File: src/rtl/key_schedule_seq.sv
// ---------------------------------------------------------------------------
// key_schedule_seq
//
// Iterative PRESENT-80 key schedule generator. A cipher key is accepted in
// IDLE and the 80-bit key-register state for every round (K1..K(ROUNDS+1)) is
// then streamed over a valid/ready handshake. The round key for the datapath
// is rk[79:16]. One key update happens per accepted transfer. rk_ready only
// feeds register enables, so there is no combinational path from rk_ready to
// rk.
//
// Optional feature (compile-time macro KEY_SCHEDULE_RESTART_EN):
//   defined   - ack stays high in RUN as well; a req in RUN reloads the key
//               and restarts the stream at K1, taking priority over a
//               simultaneous transfer.
//   undefined - ack is high only in IDLE; req in RUN has no effect.
//
// Parameters:
//   ROUNDS    number of key updates (1..31); ROUNDS+1 keys are emitted.
//
// Ports:
//   clk       rising-edge clock
//   rst       asynchronous active-high reset
//   req       start request, key sampled when req && ack
//   key       80-bit cipher key
//   ack       key can be accepted this cycle
//   rk        current key-register state (round key is rk[79:16])
//   rk_idx    index of rk, 1..ROUNDS+1
//   rk_valid  rk / rk_idx valid
//   rk_ready  consumer accepts rk this cycle
//   rk_last   high with rk_valid when rk_idx == ROUNDS+1
//   busy      high while streaming
// ---------------------------------------------------------------------------
module key_schedule_seq #(
    parameter int ROUNDS = 31
) (
    input  logic        clk,
    input  logic        rst,
    input  logic        req,
    input  logic [79:0] key,
    output logic        ack,
    output logic [79:0] rk,
    output logic [5:0]  rk_idx,
    output logic        rk_valid,
    input  logic        rk_ready,
    output logic        rk_last,
    output logic        busy
);

    typedef enum logic [0:0] {
        IDLE = 1'b0,
        RUN  = 1'b1
    } state_t;

    localparam logic [5:0] LAST_IDX = 6'(ROUNDS + 1);

`ifdef KEY_SCHEDULE_RESTART_EN
    localparam logic ACK_IN_RUN = 1'b1;
`else
    localparam logic ACK_IN_RUN = 1'b0;
`endif

    state_t      state_r;
    logic [79:0] rk_r;
    logic [5:0]  idx_r;
    logic        valid_r;
    logic        last_r;
    logic        busy_r;
    logic        ack_r;

    // PRESENT 4-bit S-box
    function automatic logic [3:0] sbox(input logic [3:0] x);
        logic [3:0] y;
        case (x)
            4'h0:    y = 4'hC;
            4'h1:    y = 4'h5;
            4'h2:    y = 4'h6;
            4'h3:    y = 4'hB;
            4'h4:    y = 4'h9;
            4'h5:    y = 4'h0;
            4'h6:    y = 4'hA;
            4'h7:    y = 4'hD;
            4'h8:    y = 4'h3;
            4'h9:    y = 4'hE;
            4'hA:    y = 4'hF;
            4'hB:    y = 4'h8;
            4'hC:    y = 4'h4;
            4'hD:    y = 4'h7;
            4'hE:    y = 4'h1;
            4'hF:    y = 4'h2;
            default: y = 4'h0;
        endcase
        return y;
    endfunction

    // One PRESENT-80 key-register update: rotate left by 61, S-box on the
    // top nibble, XOR the 5-bit round counter into bits [19:15].
    function automatic logic [79:0] key_update(input logic [79:0] s,
                                               input logic [4:0]  i);
        logic [79:0] t;
        t          = {s[18:0], s[79:19]};
        t[79:76]   = sbox(t[79:76]);
        t[19:15]   = t[19:15] ^ i;
        return t;
    endfunction

    // Control FSM and all registered outputs
    always_ff @(posedge clk or posedge rst) begin
        if (rst) begin
            state_r <= IDLE;
            rk_r    <= 80'd0;
            idx_r   <= 6'd0;
            valid_r <= 1'b0;
            last_r  <= 1'b0;
            busy_r  <= 1'b0;
            ack_r   <= 1'b1;
        end else begin
            case (state_r)
                IDLE: begin
                    if (req) begin
                        state_r <= RUN;
                        rk_r    <= key;
                        idx_r   <= 6'd1;
                        valid_r <= 1'b1;
                        last_r  <= (LAST_IDX == 6'd1);
                        busy_r  <= 1'b1;
                        ack_r   <= ACK_IN_RUN;
                    end else begin
                        state_r <= IDLE;
                    end
                end
                RUN: begin
`ifdef KEY_SCHEDULE_RESTART_EN
                    // A reload wins over a transfer in the same cycle; the
                    // transferred key is simply considered consumed.
                    if (req) begin
                        rk_r    <= key;
                        idx_r   <= 6'd1;
                        last_r  <= (LAST_IDX == 6'd1);
                    end else
`endif
                    if (rk_ready) begin
                        if (last_r) begin
                            // rk keeps the final key after the stream ends
                            state_r <= IDLE;
                            idx_r   <= 6'd0;
                            valid_r <= 1'b0;
                            last_r  <= 1'b0;
                            busy_r  <= 1'b0;
                            ack_r   <= 1'b1;
                        end else begin
                            rk_r   <= key_update(rk_r, idx_r[4:0]);
                            idx_r  <= idx_r + 6'd1;
                            last_r <= ((idx_r + 6'd1) == LAST_IDX);
                        end
                    end else begin
                        // backpressure: everything holds
                        state_r <= RUN;
                    end
                end
                default: begin
                    state_r <= IDLE;
                    idx_r   <= 6'd0;
                    valid_r <= 1'b0;
                    last_r  <= 1'b0;
                    busy_r  <= 1'b0;
                    ack_r   <= 1'b1;
                end
            endcase
        end
    end

    assign ack      = ack_r;
    assign rk       = rk_r;
    assign rk_idx   = idx_r;
    assign rk_valid = valid_r;
    assign rk_last  = last_r;
    assign busy     = busy_r;

endmodule

File: config.mk
export PLATFORM = sky130hd
export DESIGN_NAME = key_schedule_seq
export DESIGN_NICKNAME = d
export VERILOG_FILES = /design/src/rtl/key_schedule_seq.sv
export SDC_FILE = /design/constraint.sdc
export NUM_CORES = 1
export LEC_CHECK = 0
export CAP_MARGIN = 25
export CORE_MARGIN = 2
export CORE_UTILIZATION = 40
export DETAILED_ROUTE_END_ITERATION = 12
export PLACE_DENSITY = 0.77
export REMOVE_ABC_BUFFERS = 1
export SLEW_MARGIN = 15
export SYNTH_ARGS = -nofsm -noshare
export SYNTH_HDL_FRONTEND = slang
export SYNTH_SLANG_ARGS = --single-unit
File: constraint.sdc
create_clock -name clk -period 2.7 [get_ports clk]
set_input_delay 0.405 -clock clk [delete_from_list [all_inputs] [get_ports clk]]
set_output_delay 0.405 -clock clk [all_outputs]
set_load 0.005 [all_outputs]
Word level (Yosys, flattened, before mapping)
Memory sizes are Yosys's and may differ from the RTL's.
Cells that the tools add are included.
{ "totals": {"regBits": 90, "latchBits": 0, "ramBits": 0, "rom_bits": 64, "inputBits": 84, "out_inout_bits": 90, "wordCells": 41, "memories": 1} }
{ "mem_list": {"columns": ["memory", "depth", "word_bits", "rd", "rd_ports_with_merged_regs", "write_ports", "line_no", "text"], "rows": [
  ["(no name shown)", 16, 4, 1, 0, 0, "73", "case (x)"]
]} }
{ "op_classes": {"n_addsub": 1, "n_mul": 0, "n_div": 0, "n_lt_le_gt_ge": 0, "eq_ne": 5, "shifts": 0, "n_mux": 23, "n_bitwise": 2, "reduce_logical": 3} }
{ "ops": {"columns": ["cell", "n"], "rows": [
  ["80-bit 2-to-1 mux", 3],
  ["80-bit one-hot mux with 2 select lines", 1],
  ["6-bit 2-to-1 mux", 3],
  ["6-bit one-hot mux with 2 select lines", 1],
  ["1-bit 2-to-1 mux", 11],
  ["1-bit one-hot mux with 2 select lines", 4],
  ["6-bit by 1-bit adder with 6-bit output, second input constant", 1],
  ["6-bit == test, second input constant", 1],
  ["2-bit != test, second input constant", 3],
  ["3-bit AND reduction", 2],
  ["5-bit XOR", 1],
  ["2-bit by 1-bit != test with 1-bit output, second input constant", 1],
  ["2-bit AND reduction", 1],
  ["1-bit inverter", 1]
]} }

Depth between registers and ports, before layout
{ "logic_depth": {"depth_word": 5, "ltp_mapped": 7} }

Worst setup path after synthesis
No wires, ideal clock.
{ "synth_timing": {"path_kind": "register -> register", "start": "register rk_r[15] (netlist: rk[15])", "end": "register rk_r[79] (netlist: rk[79])", "setup_time_ns": 0.125, "t_arrival_ns": 1.341, "slack_ns": 1.234, "path_stages_with_launch": 7, "n_path_buf": 0, "period_less_slack_ns": 1.466, "cell_sequence": "dfrtp_1 > inv_1 > ha_1 > mux2i_1 > o21ai_0 > a21oi_1 > mux2_2"} }
{ "synth_via": {"elab_chain_cells": 4} }
{ "synth_rtl": {"columns": ["item", "line_no", "text"], "rows": [
  ["start: declaration", "63", "logic [79:0] rk_r;"],
  ["start signal: assignment", "121", "rk_r <= key;"],
  ["start signal: assignment", "151", "rk_r <= key_update(rk_r, idx_r[4:0]);"],
  ["memory read 16 x 4 bit", null, null],
  ["80-bit 2-to-1 mux", "142", "if (last_r) begin"],
  ["80-bit 2-to-1 mux", "141", "if (rk_ready) begin"],
  ["80-bit one-hot mux with 2 select lines", "117", "case (state_r)"]
]} }
No other way between the ends. The select of a mux whose other input is x is not followed.
A chain may end at the register's enable or synchronous reset.

Final worst setup path
{ "layout_timing": {"start": "register rk_r[17] (netlist: rk[17])", "end": "output rk[17]"} }
{ "layout_lines": {"columns": ["item", "line_no", "text"], "rows": [
  ["end: declaration", "41", "output logic [79:0] rk,"]
]} }
No word-level cell between the ends.

==> results.md <==
* Run status: complete, no violations
* Synth top area cells: dfrtp_1 (50%), mux2i_1 (17%), nand2_1 (7.6%)
* Final Cycle Share at 0.6970
* Slowest-stage cell, CP: clkdlybuf4s50_1
* Total number of vias at 3,754
* DP Worst Slack at 0.7228 ns
* FILL cells at 943
* Site Rows at 38
* Final setup margin at between 0.8 and 0.9 ns
* CTS max path bufs at 2
* Buf+Inv Stages, Crit Path at 1
* Die area at 0.01208 mm^2
* Clk_lat worst skew at 0.35 ns
* Non-Filler Instances at 740
* Mapped Cells at approximately 440
* Port bufs at 173
* Remaining antenna violation count at 0
* Mean Syn Cell Area at 10.22 um^2
* R2R cell count at 3
* Synth Warn # at 0
* Critical-path cell list: clkdlybuf4s50_1
* Initial Util at 0.4121
* Worst relative slew slack at 0.4952
* Worst Path Required at 2.30 ns
* Highest clock rate at roughly 530 MHz
* Routed vias/inst at around 5
* HP Class: in2async
* H-tree depth at 3
* Peak VDD IR at 0.4128 mV
* Final min period at 1.882 ns
* Area Overhead vs Synth at 43.98%
* Critical Path Start Type: flip-flop
* Clk slew on worst S/H paths at 0.10 ns
* Cell Area, Synth at 0.004487 mm^2
* Antenna violations before repair at 0
* Routability cong. at 0.8399
* Share of layout cells above drive strength 1 at 0.04667
* Die Y at about 110 um
* Number of synthesized flops with an enable pin at 0
* Max Cap Viol at 0
* CTS root buf: clkbuf_8
* Dominant synthesized flop cell: dfrtp_1
* Critical Path Source: rk[17]$_DFFE_PP0P_
* Multi-input logic area at between 0.0015 and 0.002 mm^2
* Pleak at 3.066 nW
* CTS Hold Bufs at 0
* Worst path arrival time at 1.48 ns
* Yosys top cell by area: dfrtp_1
* Clk_skew at about 0.016 ns
* Register area at 0.002257 mm^2
* Hpwl dp at ~8000 um
* Antenna cells at 0
* Crit path kind: reg2out
* Seq/Total Area, Yosys at 0.5022
* Setup violators final at 0
* Die width at 109.9 um
* GR Util All Layers at 0.1843
* WL per Instance at between 10 and 15 um
* Total placed cells including tap cells at 724
* CP max FO at 11
* Nature of the critical path endpoint: output port
* CTS Sinks at 90
* GRT overflow at 0
* Nets at about 700
* Iter 0 DRT Violations at 208
* WL final at 10,990 um
* Endpoints failing hold at 0
* Num CTS Buffers at 9
* Core Area at 0.01089 mm^2
* DRC at 0
* Setup bufs post-CTS at 0
* Ys async rst share at 1.000
* CTS tree: built
* Unrepaired setup endpoints after global routing: no
* Yosys cell types at 35
* Slew Limit Fails at 0
* Crit-path leading delay family: buffers and inverters
* Endpoint of the worst-slack reg-to-reg timing path: rk[48]$_DFFE_PP0P_
* Pwr/cell area at 994.4 mW/mm^2
* Pin count of the biggest net entering global routing at 87
* Io pins at 174
* Number of global-route vias before repair at 3,626
* Area share of the leading cell type in the synthesized netlist at 0.4964
* Crit-path max cell delay at 0.59 ns
* Final TNS setup at 0 ns
* Global-route wire length before repair at 17,480 um
* Placed instance area at 0.006240 mm^2
* Worst flop-to-flop path startpoint: state_r$_DFF_PP0_
* Slew @ Worst Pin at 0.7571 ns
* Design Area, Final at between 0.006 and 0.007 mm^2
* Reg2reg setup slack at 0.90 ns
* DR pass1 iterations at 4
* Seq cells post-synth at 90
* # resized after CTS at 0
cells by family after synthesis:
kind of cell               Yosys count  synth area share
AOI/OAI and AO/OA                  110            0.1300
and+or+nand+nor                    107           0.09984
DFF                                 90            0.5022
muxes                               76            0.1726
buffers and inverters               40           0.05828
xor gates and xnor gates             9           0.01757
adders and majority gates            7           0.01952
cell usage after synthesis, types with 5 or more instances:
cell type	n
o21ai_1	59
buf_6	10
ha_1	7
o21ai_0	35
xnor2_1	7
clkbuf_2	5
mux2i_1	74
buf_2	9
a21oi_1	6
clkbuf_1	6
nand2_1	91
dfrtp_1	89
inv_1	7
stage by stage:
step	hold slack, ns	util	power (W)
4_1_cts	0.4683	0.5933	0.006498
2_1_floorplan	0.4943	-	0.003776
3_5_place_dp	0.4950	0.5731	0.005444
5_1_grt	0.5087	0.5933	0.006909
6_report	0.4556	0.5933	0.006424
3_3_place_gp	0.4924	0.5731	0.005340
worst reg2reg max path, cell delays in order (launching register included):
cell,delay (ns)
dfrtp_4,0.60
buf_4,0.64
mux2i_1,0.32
o21ai_0,0.10
area by class of cell:
class / instances / share of cell area
Tap cell: 140 / 0.02712
Multi-Input combinational cell: 309 / 0.3052
Inverter: 7 / 0.004455
Clock buffer: 12 / 0.02247
Timing Repair Buffer: 178 / 0.2797
Clock inverter: 4 / 0.01162
Sequential cell: 90 / 0.3494
layout by cell type (no fill, tap or decap), types with 2 or more instances in the layout:
| cell | synthesis | final |
|---|---|---|
| clkdlybuf4s50_1 | 0 | 173 |
| nand2_1 | 91 | 91 |
| dfrtp_1 | 89 | 88 |
| mux2i_1 | 74 | 74 |
| o21ai_1 | 59 | 59 |
| o21ai_0 | 35 | 35 |
| clkbuf_8 | 0 | 10 |
| xnor2_1 | 7 | 7 |
| ha_1 | 7 | 7 |
| inv_1 | 7 | 6 |
| a21oi_1 | 6 | 6 |
| nor2_1 | 4 | 4 |
| nand3_1 | 4 | 4 |
| o211ai_1 | 3 | 3 |
| buf_12 | 0 | 3 |
| a22o_1 | 2 | 2 |
| xor2_1 | 2 | 2 |
| nor3_1 | 2 | 2 |
| bufinv_16 | 0 | 2 |
| clkbuf_1 | 6 | 2 |
| clkinvlp_4 | 0 | 2 |
| buf_4 | 2 | 2 |
report_power, final:
| group | total [W] | internal, W | switching (W) |
|---|---|---|---|
| Sequential | 0.00254 | 0.00193 | 0.000609 |
| Combinational | 0.00286 | 0.00176 | 0.00110 |
| Clock | 0.00103 | 0.000549 | 0.000479 |
state kept, by name, indices dropped and copies added, names as in the netlist:
signal and cells:
rk 80, state_r 1, busy 1, ack 1, rk_idx 6, rk_last 1
routing by layer:
metal,share of wire,GRT usage
met1,0.44,0.2410
met2,0.49,0.3037
met3,0.059,0.03912
met4,0.015,0.06148
met5,0,0
how the worst max path moves through the flow:
| stage | depth (start not counted) | to | slack [ns] |
|---|---|---|---|
| after CTS | 1 | rk[17] | 0.80 |
| after detailed placement | 4 | rk[79]$_DFFE_PP0P_ | 0.72 |
| after floorplan | 3 | rk[17]$_DFFE_PP0P_ | -1.82 |
| after global placement | 4 | rk[79]$_DFFE_PP0P_ | 0.76 |
| final | 1 | rk[17] | 0.82 |
| after global routing | 1 | rk[17] | 0.74 |
Power figures use the tool's default switching activity.
